===== src/rtl/fifo_burst_reader_if.sv =====
// fifo_burst_reader_if: command, FIFO read-port and output-stream signals of the burst reader
interface fifo_burst_reader_if #(
    parameter int WIDTH = 8,
    parameter int LEN_W = 16
);
    logic             cmd_valid;
    logic             cmd_ready;
    logic [LEN_W-1:0] cmd_len;
    logic             fifo_rd_en;
    logic [WIDTH-1:0] fifo_rd_data;
    logic             fifo_empty;
    logic             out_valid;
    logic             out_ready;
    logic [WIDTH-1:0] out_data;
    logic             out_last;
    logic             busy;
    logic             done;

    modport master (
        input  cmd_valid, cmd_len, fifo_rd_data, fifo_empty, out_ready,
        output cmd_ready, fifo_rd_en, out_valid, out_data, out_last, busy, done
    );

    modport slave (
        output cmd_valid, cmd_len, fifo_rd_data, fifo_empty, out_ready,
        input  cmd_ready, fifo_rd_en, out_valid, out_data, out_last, busy, done
    );
endinterface


===== src/rtl/fifo_burst_reader.sv =====
// fifo_burst_reader: drains cmd_len words from a registered-read FIFO into a valid/ready stream
module fifo_burst_reader #(
    parameter int WIDTH = 8,
    parameter int LEN_W = 16
) (
    input logic                clk,
    input logic                rstn,
    fifo_burst_reader_if.master bus
);
    typedef enum logic [1:0] {IDLE, RUN, DONE} state_t;
    state_t           state, state_nxt;
    logic [LEN_W-1:0] issue_rem, out_rem;
    logic [WIDTH-1:0] buffer [2];
    logic [1:0]       occ;
    logic             head, inflight, accept, pop;
    assign accept        = bus.cmd_valid && bus.cmd_ready;
    assign pop           = bus.out_valid && bus.out_ready;
    assign bus.cmd_ready = state == IDLE;
    assign bus.busy      = state != IDLE;
    assign bus.done      = state == DONE;
    assign bus.out_valid = occ != 2'd0;
    assign bus.out_data  = buffer[head];
    assign bus.out_last  = bus.out_valid && out_rem == LEN_W'(1);
    // Count the word still in the FIFO pipeline so the 2-entry buffer can never overflow
    assign bus.fifo_rd_en = state == RUN && issue_rem != '0 && !bus.fifo_empty &&
                            (3'(occ) + 3'(inflight) - 3'(pop)) < 3'd2;
    always_ff @(posedge clk or negedge rstn)
        if (!rstn) state <= IDLE;
        else state <= state_nxt;
    always_comb begin
        state_nxt = state;
        if (state == IDLE && accept) state_nxt = bus.cmd_len == '0 ? DONE : RUN;
        if (state == RUN && pop && bus.out_last) state_nxt = DONE;
        if (state == DONE) state_nxt = IDLE;
    end
    always_ff @(posedge clk or negedge rstn)
        if (!rstn) begin
            issue_rem <= '0;
            out_rem   <= '0;
            inflight  <= 1'b0;
            occ       <= 2'd0;
            head      <= 1'b0;
            buffer[0] <= '0;
            buffer[1] <= '0;
        end else begin
            inflight <= bus.fifo_rd_en;
            if (accept) begin
                issue_rem <= bus.cmd_len;
                out_rem   <= bus.cmd_len;
            end else begin
                if (bus.fifo_rd_en) issue_rem <= issue_rem - LEN_W'(1);
                if (pop) out_rem <= out_rem - LEN_W'(1);
            end
            // Tail slot is head+occ; when full, a write only lands alongside a pop of head
            if (inflight) buffer[head ^ occ[0]] <= bus.fifo_rd_data;
            if (pop) head <= ~head;
            occ <= occ + 2'(inflight) - 2'(pop);
        end
endmodule

===== src/flat_wrapper.sv =====
// flat-port wrapper written by rule: the top's interface ports become plain ports
module fifo_burst_reader_flat 
#(
    parameter int WIDTH = 8,
    parameter int LEN_W = 16
)
  (clk, rstn, bus_cmd_valid, bus_cmd_len, bus_fifo_rd_data, bus_fifo_empty, bus_out_ready, bus_cmd_ready, bus_fifo_rd_en, bus_out_valid, bus_out_data, bus_out_last, bus_busy, bus_done);
  fifo_burst_reader_if #(.WIDTH(WIDTH), .LEN_W(LEN_W)) bus_i ();
  input logic clk;
  input logic rstn;
  input wire logic [$bits(bus_i.cmd_valid)-1:0] bus_cmd_valid;
  input wire logic [$bits(bus_i.cmd_len)-1:0] bus_cmd_len;
  input wire logic [$bits(bus_i.fifo_rd_data)-1:0] bus_fifo_rd_data;
  input wire logic [$bits(bus_i.fifo_empty)-1:0] bus_fifo_empty;
  input wire logic [$bits(bus_i.out_ready)-1:0] bus_out_ready;
  output wire logic [$bits(bus_i.cmd_ready)-1:0] bus_cmd_ready;
  output wire logic [$bits(bus_i.fifo_rd_en)-1:0] bus_fifo_rd_en;
  output wire logic [$bits(bus_i.out_valid)-1:0] bus_out_valid;
  output wire logic [$bits(bus_i.out_data)-1:0] bus_out_data;
  output wire logic [$bits(bus_i.out_last)-1:0] bus_out_last;
  output wire logic [$bits(bus_i.busy)-1:0] bus_busy;
  output wire logic [$bits(bus_i.done)-1:0] bus_done;
  assign bus_i.cmd_valid = bus_cmd_valid;
  assign bus_i.cmd_len = bus_cmd_len;
  assign bus_i.fifo_rd_data = bus_fifo_rd_data;
  assign bus_i.fifo_empty = bus_fifo_empty;
  assign bus_i.out_ready = bus_out_ready;
  assign bus_cmd_ready = bus_i.cmd_ready;
  assign bus_fifo_rd_en = bus_i.fifo_rd_en;
  assign bus_out_valid = bus_i.out_valid;
  assign bus_out_data = bus_i.out_data;
  assign bus_out_last = bus_i.out_last;
  assign bus_busy = bus_i.busy;
  assign bus_done = bus_i.done;
  fifo_burst_reader #(.WIDTH(WIDTH), .LEN_W(LEN_W)) u_core (.clk(clk), .rstn(rstn), .bus(bus_i));
endmodule

===== config.mk =====
export PLATFORM = sky130hd
export DESIGN_NAME = fifo_burst_reader_flat
export DESIGN_NICKNAME = d
export VERILOG_FILES = /design/src/rtl/fifo_burst_reader_if.sv /design/src/rtl/fifo_burst_reader.sv /design/src/flat_wrapper.sv
export SDC_FILE = /design/constraint.sdc
export NUM_CORES = 1
export LEC_CHECK = 0
export ABC_CLOCK_PERIOD_IN_PS = 4050
export BUFFER_PORTS_ARGS = -buffer_cell sky130_fd_sc_hd__buf_2
export CAP_MARGIN = 0
export CORE_MARGIN = 2
export CORE_UTILIZATION = 30
export DETAILED_ROUTE_END_ITERATION = 16
export GPL_ROUTABILITY_DRIVEN = 1
export MAX_ROUTING_LAYER = met4
export PLACE_DENSITY = 0.53
export RECOVER_POWER = 100
export SKIP_LAST_GASP = 1
export SYNTH_ARGS = -nofsm -noshare
export SYNTH_HDL_FRONTEND = slang
export SYNTH_SLANG_ARGS = --single-unit

===== constraint.sdc =====
create_clock -name clk -period 4.05 [get_ports clk]
set_clock_uncertainty 0.15 [all_clocks]
set_input_delay 0.2025 -clock clk [delete_from_list [all_inputs] [get_ports clk]]
set_output_delay 0.2025 -clock clk [all_outputs]
set_load 0.01 [all_outputs]

==> metrics.md, run 1 <==
| Metric | Value |
|---|---|
| I/O Buffers | 42 |
| Final Core Density | 0.366 |
| Final nets | between 300 and 400 |
| Total Wirelength | just under 7000 um |
| Hold Crit Depth | 3 |
| # fillers | ~970 |
| Max Slew Vio Count | 29 |
| Row count | 35 |
| Antenna cells | 0 |
| PD cells | between 600 and 700 nW/um2 |
| Mapped Cells | about 280 |
| CTS tree | yes |
| Multi-input logic area | 1440 um2 |
| Ys async rst share | 1.00 |
| Worst vdd ir | roughly 290 uV |
| CTS clk-pin slew, worst paths | 90 ps |
| Reg2reg path depth | 12 |
| Syn Nets | 318 |
| Initial antenna violation count | 0 |
| Place WS | 664 ps |
| MaxCap Viol Count | 1 |
| Slew of the pin with the lowest slew margin | 1530 ps |
| Maximum clock path buffer count | 2 |
| DP Area | between 3000 and 4000 um2 |
| Area Growth Syn to Fin | 17.9% |
| Largest net degree at the start of global routing | 29 |
| CTS Buf Count | 5 |
| # DRC | 0 |
| Critical path class | reg -> out |
| WP data arrival | approximately 3400 ps |
| Synth cell count leaders | dfrtp_1 (54), nand2_1 (26), nor2_1 (18), mux2_2 (16), xnor2_1 (15) |
| Critical path capture point type | output pin |
| Hold WC Path Type | in -> reg |
| Layout cells sized above 1 | 0.186 |
| Post-CTS sizing | 0 |
| Final setup TNS | 0 ps |
| DIE WIDTH | between 100 and 150 um |
| Final hold vios | 0 |
| Flip-flop and latch area | roughly 1400 um2 |
| Tcrit/Tclk final | 0.913 |
| Mapped Avg Cell Area | 10.2 um2 |
| Routability congestion estimate from global placement | ~0.9 |
| Hold buffers post-CTS | 9 |
| Die area | 10,400 um2 |
| Post-layout total power | ~2.2 mW |
| Initial core utilization | 0.311 |
| Most common cell in the netlist | dfrtp_1 |
| Setup repair bufs after CTS | 0 |
| # clock sinks | 54 |
| Ranking of synthesized cells by area | dfrtp_1 (47%), mux2_2 (6.2%), xnor2_1 (4.6%), nand2_1 (3.4%), mux2_1 (3.1%) |
| Vias in the first global route | approximately 2,300 |
| 1st-iter DRT viols | between 70 and 80 |
| Post-synth EDFFs | 0 |
| Critical path peak fanout | 11 |
| Violated checks | capacitance limit, slew limit |
| Rel. slew slack | -0.0212 |
| Die height | a little over 100 um |
| Setup ws final | roughly 350 ps |
| First-pass GRT wire length | 11,300 um |
| Synth warn | 0 |
| Drt pass-1 iters | 4 |
| Via count | 2,266 |
| Sequential area share after synthesis | 0.468 |
| Achievable Freq | 0.270 GHz |
| Tmin final | between 3000 and 4000 ps |
| I/O pin count | 43 |
| Remaining global-route overflow | 0 |
| Drt wl/cell | roughly 15 um |
| Area of the core | between 9000 and 10,000 um2 |
| Critical path launch point type | register |
| Post-synth top flop | dfrtp_1 |
| Static Leak | around 1.4 nW |
| ANT nets after route | 0 |
| Synth unique cells | 50 |
| Clk root buf | clkbuf_8 |
| Hpwl dp | between 5000 and 6000 um |
| Final setup viols | 0 |
| Clk_lat worst skew | roughly 300 ps |
| Yosys top cell area share | 0.468 |
| CTS H-tree lvls | 2 |
| Synthesized flop and latch total | between 50 and 60 |
| GRT Util Overall | 0.145 |
| Final Instance Area | between 3000 and 4000 um2 |
| Unrepaired setup endpoints after global routing | false |
| Synth area leader | dfrtp_1 |
| Vias per cell | 4.89 |
| Mapped Area | 2890 um2 |
| Outcome | finished, violations left |
| Critical path required time | 3700 ps |
==> cells by family (layout without fill, tap and decap cells) <==
| kind of cell | after synthesis | in the layout | synth area share |
|---|---|---|---|
| AOI/OAI and AO/OA | 52 | 52 | 0.120 |
| xor gates and xnor gates | 23 | 23 | 0.0698 |
| adders and majority gates | 7 | 7 | 0.0330 |
| buffers and inverters | 22 | 74 | 0.0295 |
| DFF | 54 | 54 | 0.468 |
| muxes | 24 | 24 | 0.0937 |
| and+or+nand+nor | 100 | 100 | 0.186 |
==> layout by cell type, fill, tap and decap left out, types with 7 or more instances in the layout <==
cell and count:
dfrtp_1 54, buf_2 28, nand2_1 26, nor2_1 18
o21ai_0 17, mux2_2 16, xnor2_1 15, clkbuf_1 15
inv_1 12, nor3_1 11, a21oi_1 11, nand3_1 10
dlygate4sd3_1 9, xor2_1 8, mux2_1 8, clkbuf_8 8
nor4_1 7
==> stage by stage <==
stage / hold WS [ps] / cells
2_1_floorplan: -243 / 282
3_3_place_gp: 116 / 446
3_5_place_dp: 114 / 446
4_1_cts: 11.7 / 463
5_1_grt: 25.0 / 463
6_report: 16.0 / 463
==> registers in the layout, indices dropped and copies added, names as in the netlist <==
name,flops
u_core.inflight,1
u_core.occ,2
u_core.head,1
u_core.state,2
u_core.buffer,16
u_core.issue_rem,16
u_core.out_rem,16
==> layer usage <==
layer  part of all wire  track usage
met4              0.013       0.0359
met5                  0            -
met1               0.47        0.190
met2               0.47        0.235
met3              0.048       0.0239
==> worst max-delay path, cell delays in order, from the launching register on <==
cell and delay, ps:
dfrtp_1 430, or2_0 270, nand2_1 130, inv_2 90
ha_1 280, inv_1 40, ha_1 180, fa_1 480
nor4b_2 310, and2_1 240, nand2_1 250, inv_2 190
buf_2 150
==> where the power goes <==
group	internal (mW)	switching, mW	leakage (nW)	total [mW]
clock	0.173	0.175	0.0575	0.348
combinational	0.430	0.473	0.672	0.903
sequential	0.774	0.210	0.641	0.985
total	1.38	0.859	1.37	2.24
==> layout make-up <==
class | instances | area share
clock buffers | 8 | 0.0324
multi-input cells | 206 | 0.423
well taps | 129 | 0.0475
flip-flops and latches | 54 | 0.397
repair buffers | 52 | 0.0843
inverters | 14 | 0.0155
==> path summary, 6_finish.rpt <==
path | from | endpoint | slack (ps)
max reg2reg | u_core.occ[0]$_DFF_PN0_ | u_core.issue_rem[4]$_DFFE_PN0P_ | 660
max | u_core.occ[0]$_DFF_PN0_ | bus_fifo_rd_en | 350
min reg2reg | u_core.buffer[10]$_DFFE_PN0P_ | u_core.buffer[10]$_DFFE_PN0P_ | 340
max in group asynchronous | rstn | u_core.issue_rem[5]$_DFFE_PN0P_ | 1070
min in group asynchronous | rstn | u_core.buffer[6]$_DFFE_PN0P_ | 650
min | bus_cmd_len[11] | u_core.out_rem[11]$_DFFE_PN0P_ | 20
(Power assumes the default switching activity.)
==> run 2, diff against run 1 <==
--- a/config.mk
+++ b/config.mk
@@ -5,15 +5,16 @@
 export SDC_FILE = /design/constraint.sdc
 export NUM_CORES = 1
 export LEC_CHECK = 0
-export ABC_CLOCK_PERIOD_IN_PS = 4050
+export ABC_CLOCK_PERIOD_IN_PS = 3800
 export BUFFER_PORTS_ARGS = -buffer_cell sky130_fd_sc_hd__buf_2
 export CAP_MARGIN = 0
+export CORE_ASPECT_RATIO = 0.9
 export CORE_MARGIN = 2
-export CORE_UTILIZATION = 30
+export CORE_UTILIZATION = 40
 export DETAILED_ROUTE_END_ITERATION = 16
 export GPL_ROUTABILITY_DRIVEN = 1
 export MAX_ROUTING_LAYER = met4
-export PLACE_DENSITY = 0.53
+export PLACE_DENSITY = 0.65
 export RECOVER_POWER = 100
 export SKIP_LAST_GASP = 1
 export SYNTH_ARGS = -nofsm -noshare
==> constraint.sdc (replaced) <==
create_clock -name clk -period 3.8 [get_ports clk]
set_clock_uncertainty 0.15 [all_clocks]
set_input_delay 0.19 -clock clk [delete_from_list [all_inputs] [get_ports clk]]
set_output_delay 0.19 -clock clk [all_outputs]
set_load 0.01 [all_outputs]
==> metrics.md, run 2 (same netlist as run 1, synthesis figures left out) <==
| Metric | Value |
|---|---|
| Final Core Density | 0.488 |
| Critical path peak fanout | 11 |
| Layout cells sized above 1 | 0.192 |
| Vias per cell | approximately 5.3 |
| Via count | around 2,300 |
| Unrepaired setup endpoints after global routing | false |
| Static Leak | 1.40 nW |
| Die area | between 7000 and 8000 um2 |
| Vias in the first global route | 2,227 |
| I/O Buffers | 42 |
| Critical path class | reg -> out |
| Maximum clock path buffer count | 2 |
| CTS clk-pin slew, worst paths | roughly 110 ps |
| Hold WC Path Type | in -> reg |
| Initial antenna violation count | 0 |
| Achievable Freq | around 0.28 GHz |
| 1st-iter DRT viols | 125 |
| Worst vdd ir | 255 uV |
| Final nets | around 370 |
| Crit Reg-Reg Startpoint | u_core.occ[1]$_DFF_PN0_ |
| Area of the core | 7000 um2 |
| Critical path launch point type | register |
| Largest net degree at the start of global routing | 55 |
| Final hold vios | 0 |
| Clk_lat worst skew | between 300 and 400 ps |
| Drt wl/cell | approximately 15 um |
| MaxCap Viol Count | 0 |
| Reg2reg path depth | 12 |
| Commonest non-fill, non-tap cell in the layout | dfrtp_1 |
| Tmin final | 3580 ps |
| Hold Crit Depth | 3 |
| ANT nets after route | 0 |
| GRT Util Overall | 0.178 |
| Die height | 84.6 um |
| # clock sinks | 54 |
| CTS tree | yes |
| Total Wirelength | ~6600 um |
| Max Slew Vio Count | 0 |
| CTS H-tree lvls | 2 |
| Critical path capture point type | output pin |
| CTS Buf Count | 5 |
| Final setup viols | 0 |
| Setup ws final | roughly 220 ps |
| DIE WIDTH | roughly 94 um |
| Outcome | complete, no violations |
| Slew of the pin with the lowest slew margin | between 1000 and 1500 ps |
| Setup repair bufs after CTS | 0 |
| Drt pass-1 iters | 4 |
| Final setup TNS | 0 ps |
| WP data arrival | around 3200 ps |
| Row count | 29 |
| Place WS | 425 ps |
| Tcrit/Tclk final | 0.943 |
| # fillers | 655 |
| R2r endpoint | u_core.issue_rem[8]$_DFFE_PN0P_ |
| Min-delay src | bus_cmd_len[5] |
| Clk root buf | clkbuf_8 |
| Critical path required time | around 3500 ps |
| DP Area | 3190 um2 |
| Most frequent cells in the layout | dfrtp_1 (54), buf_2 (29), nand2_1 (25) |
| Area Growth Syn to Fin | 18.4% |
| Min-Delay Endpoint | u_core.out_rem[5]$_DFFE_PN0P_ |
| Initial core utilization | 0.412 |
| Routability congestion estimate from global placement | roughly 0.90 |
| Remaining global-route overflow | 0 |
| Final Instance Area | ~3400 um2 |
| Top flop regs | u_core.buffer x16, u_core.issue_rem x16, u_core.out_rem x16 |
| # DRC | 0 |
| PD cells | around 710 nW/um2 |
| First-pass GRT wire length | roughly 11,000 um |
| R2R Setup Slk | about 440 ps |
| Rel. slew slack | 0.123 |
| Hpwl dp | roughly 4700 um |
| Antenna cells | 0 |
| I/O pin count | 43 |
## run 2: area by class of cell
| class | count | area, um2 | share of cell area |
|---|---|---|---|
| Clock inverter | 3 | 48.8 | 0.0143 |
| Sequential cell | 54 | 1350 | 0.395 |
| Inverter | 14 | 52.6 | 0.0154 |
| Timing Repair Buffer | 56 | 329 | 0.0963 |
| Tap cell | 93 | 116 | 0.0341 |
| Clock buffer | 5 | 68.8 | 0.0201 |
| Multi-Input combinational cell | 206 | 1450 | 0.424 |
## run 2: layer usage
metal	up-vias	wire [um]	GRT usage
met5	-	0	-
met3	11	308	0.0260
met1	1088	3100	0.245
met2	64	3050	0.275
li1	1118	-	-
met4	0	114	0.0495
## run 2: timing repair
action                     CTS  global route
gates resized for setup      0             2
setup endpoints to repair    0             1
hold endpoints to repair    74             0
hold buffers                13             0
## run 2: how the worst max path moves through the flow
stage	from	endpoint	slack [ps]	cells after the start
after floorplan	u_core.occ[0]$_DFF_PN0_	u_core.issue_rem[4]$_DFFE_PN0P_	660	13
after global placement	u_core.occ[0]$_DFF_PN0_	u_core.issue_rem[4]$_DFFE_PN0P_	520	12
after detailed placement	u_core.occ[0]$_DFF_PN0_	u_core.issue_rem[4]$_DFFE_PN0P_	430	12
after CTS	u_core.occ[0]$_DFF_PN0_	bus_fifo_rd_en	90	12
after global routing	u_core.occ[1]$_DFF_PN0_	bus_fifo_rd_en	30	12
final	u_core.occ[1]$_DFF_PN0_	bus_fifo_rd_en	220	12
## run 2: through the flow
step / total power, mW / hold slack [ps] / cells
4_1_cts: 2.46 / 1.19 / 431
3_3_place_gp: 2.01 / 209 / 410
5_1_grt: 2.63 / 11.8 / 431
2_1_floorplan: 1.76 / -256 / 282
6_report: 2.44 / 6.29 / 431
3_5_place_dp: 2.04 / 208 / 410
## run 2: report_power, final
| part | switching [mW] | internal [mW] |
|---|---|---|
| clock | 0.207 | 0.201 |
| combinational | 0.508 | 0.466 |
| sequential | 0.231 | 0.825 |
## run 2: critical path, cell delays in order (launching register included)
cell     delay, ps
dfrtp_1        450
or2_0          270
nand2_1        140
inv_2           90
ha_1           290
inv_1           40
ha_1           180
fa_1           490
nor4b_4        270
and2_1         250
nand2_2        160
inv_2          150
buf_2          150
==> run 3, diff against run 2 <==
--- a/config.mk
+++ b/config.mk
@@ -10,11 +10,11 @@
 export CAP_MARGIN = 0
 export CORE_ASPECT_RATIO = 0.9
 export CORE_MARGIN = 2
-export CORE_UTILIZATION = 40
+export CORE_UTILIZATION = 53
 export DETAILED_ROUTE_END_ITERATION = 16
 export GPL_ROUTABILITY_DRIVEN = 1
 export MAX_ROUTING_LAYER = met4
-export PLACE_DENSITY = 0.65
+export PLACE_DENSITY = 0.81
 export RECOVER_POWER = 100
 export SKIP_LAST_GASP = 1
 export SYNTH_ARGS = -nofsm -noshare
==> constraint.sdc (replaced) <==
create_clock -name clk -period 3.8 [get_ports clk]
set_clock_uncertainty 0.15 [all_clocks]
set_input_delay 0.19 -clock clk [delete_from_list [all_inputs] [get_ports clk]]
set_output_delay 0.19 -clock clk [all_outputs]
set_load 0.05 [all_outputs]
==> metrics.md, run 3 (same netlist as run 1, synthesis figures left out) <==
| Metric | Value |
|---|---|
| Final setup viols | 0 |
| Critical Path Sink | u_core.issue_rem[3]$_DFFE_PN0P_ |
| Vias per cell | approximately 5.8 |
| Flip-flop and latch area | roughly 1400 um2 |
| Tcrit/Tclk final | 0.972 |
| Antenna cells | 0 |
| DIE WIDTH | 81.8 um |
| Drt pass-1 iters | 4 |
| Outcome | complete, no violations |
| Clk_lat worst skew | ~320 ps |
| DR WL met3 | 339 um |
| Place WS | approximately 290 ps |
| Vias in the first global route | about 2,300 |
| Hold WS | 18.0 ps |
| ANT nets after route | 0 |
| Initial antenna violation count | 0 |
| Top Layer Used | met4 |
| Final nets | about 370 |
| Top flop regs | u_core.buffer x16, u_core.issue_rem x16, u_core.out_rem x16 |
| Post-route insts no fill | between 400 and 500 |
| Commonest non-fill, non-tap cell in the layout | dfrtp_1 |
| Die area | ~6100 um2 |
| Placed insts | ~380 |
| Hpwl dp | around 4800 um |
| # clock sinks | 54 |
| Static Leak | 1.39 nW |
| Slew of the pin with the lowest slew margin | approximately 1200 ps |
| Max Slew Vio Count | 0 |
| Row count | 25 |
| Maximum clock path buffer count | 2 |
| Most frequent cells in the layout | dfrtp_1 (54), buf_2 (27), nand2_1 (25) |
| CTS Buf Count | 5 |
| R2R Setup Slk | between 100 and 150 ps |
| Critical path class | reg -> reg |
| Largest net degree at the start of global routing | 34 |
| Setup repair bufs after CTS | 0 |
| Die height | between 70 and 80 um |
| Final setup TNS | 0 ps |
| Met2 WL | between 3000 and 4000 um |
| First-pass GRT wire length | about 11,000 um |
| Critical path required time | 3860 ps |
| CTS clk-pin slew, worst paths | 100 ps |
| Routability congestion estimate from global placement | a little under 0.9 |
| Setup ws final | between 100 and 150 ps |
| R2r endpoint | u_core.issue_rem[3]$_DFFE_PN0P_ |
| Tmin final | 3700 ps |
| Seq pwr share | 0.396 |
| Combinational share of power | 0.459 |
| Remaining global-route overflow | 0 |
| Achievable Freq | 0.271 GHz |
| Worst vdd ir | approximately 430 uV |
| Drt wl/cell | approximately 17 um |
| # fillers | around 420 |
| Area Growth Syn to Fin | 16.3% |
| WP data arrival | around 3800 ps |
| Hold WC Path Type | in -> reg |
| # DRC | 0 |
| GRT Util Overall | 0.247 |
| Worst Setup SP | u_core.occ[1]$_DFF_PN0_ |
| Critical path launch point type | register |
| Clock share of power | 0.145 |
| I/O pin count | 43 |
| Layout cells sized above 1 | 0.184 |
| Crit Reg-Reg Startpoint | u_core.occ[1]$_DFF_PN0_ |
| CTS tree | yes |
| Final hold vios | 0 |
| Clk root buf | clkbuf_8 |
| Via count | 2,333 |
| 1st-iter DRT viols | 229 |
| Sw Share | 0.443 |
| PD cells | approximately 800 nW/um2 |
| Final Core Density | 0.639 |
| CTS H-tree lvls | 2 |
| Multi-input logic area | 1440 um2 |
| Total Wirelength | slightly below 7000 um |
| Critical path capture point type | register |
| Rel. slew slack | 0.193 |
| Critical path peak fanout | 8 |
| Reg2reg path depth | 12 |
| Met1 Routed Length | 3120 um |
| Area of the core | about 5300 um2 |
| Initial core utilization | 0.549 |
| MaxCap Viol Count | 0 |
| I/O Buffers | 42 |
| P_int | between 1 and 1.5 mW |
| Switching Power | 1.18 mW |
| Unrepaired setup endpoints after global routing | false |
-- run 3: repair_timing --
item                                    CTS  global route
endpoints found under the setup margin    1             1
pin swaps                                 0             0
resized for setup                         1             4
endpoints found under the hold margin    40             0
hold buffers                             12             0
gates cloned                              0             0
-- run 3: metrics by stage --
stage	instance area (um2)	power (mW)
detailed placement	3150	2.28
finish	3360	2.67
global route	3360	2.84
floorplan	2890	2.00
global placement	3150	2.24
CTS	3380	2.69
-- run 3: power by group through the flow --
stage               combinational (mW)  clock (mW)  sequential, mW
finish                            1.23       0.388            1.06
global route                      1.33       0.415            1.10
CTS                               1.24       0.388            1.05
detailed placement                1.22           0            1.06
global placement                  1.19           0            1.04
floorplan                         1.01           0           0.988
-- run 3: metal layers --
layer / track usage / vias up
met5: - / -
met4: 0.0759 / 0
met3: 0.0340 / 14
met2: 0.374 / 63
met1: 0.348 / 1141
li1: - / 1115
-- run 3: layout make-up --
class,count,share of cell area
multi-input combinational,206,0.430
sequential,54,0.403
timing repair buffer,55,0.0955
tap,67,0.0250
clock buffer,7,0.0227
inverter,14,0.0157
clock inverter,1,0.00895
-- run 3: critical path, cell delays in order (launching register included) --
cell     delay, ps
dfrtp_1        450
or2_1          270
nand2_1        140
inv_2           90
ha_1           280
inv_1           40
ha_1           190
fa_1           500
nor4b_4        280
nand2_1        130
o21ai_1        500
o21ai_0        220
a221o_1        340
-- run 3: how the worst min path moves through the flow --
stage                                endpoint       startpoint  cells past startpoint
2_1_floorplan    u_core.buffer[0]$_DFFE_PN0P_             rstn                      0
3_3_place_gp     u_core.buffer[6]$_DFFE_PN0P_             rstn                      1
3_5_place_dp     u_core.buffer[2]$_DFFE_PN0P_             rstn                      1
4_1_cts         u_core.out_rem[8]$_DFFE_PN0P_   bus_cmd_len[8]                      3
5_1_grt         u_core.out_rem[8]$_DFFE_PN0P_   bus_cmd_len[8]                      3
6_report       u_core.out_rem[14]$_DFFE_PN0P_  bus_cmd_len[14]                      3
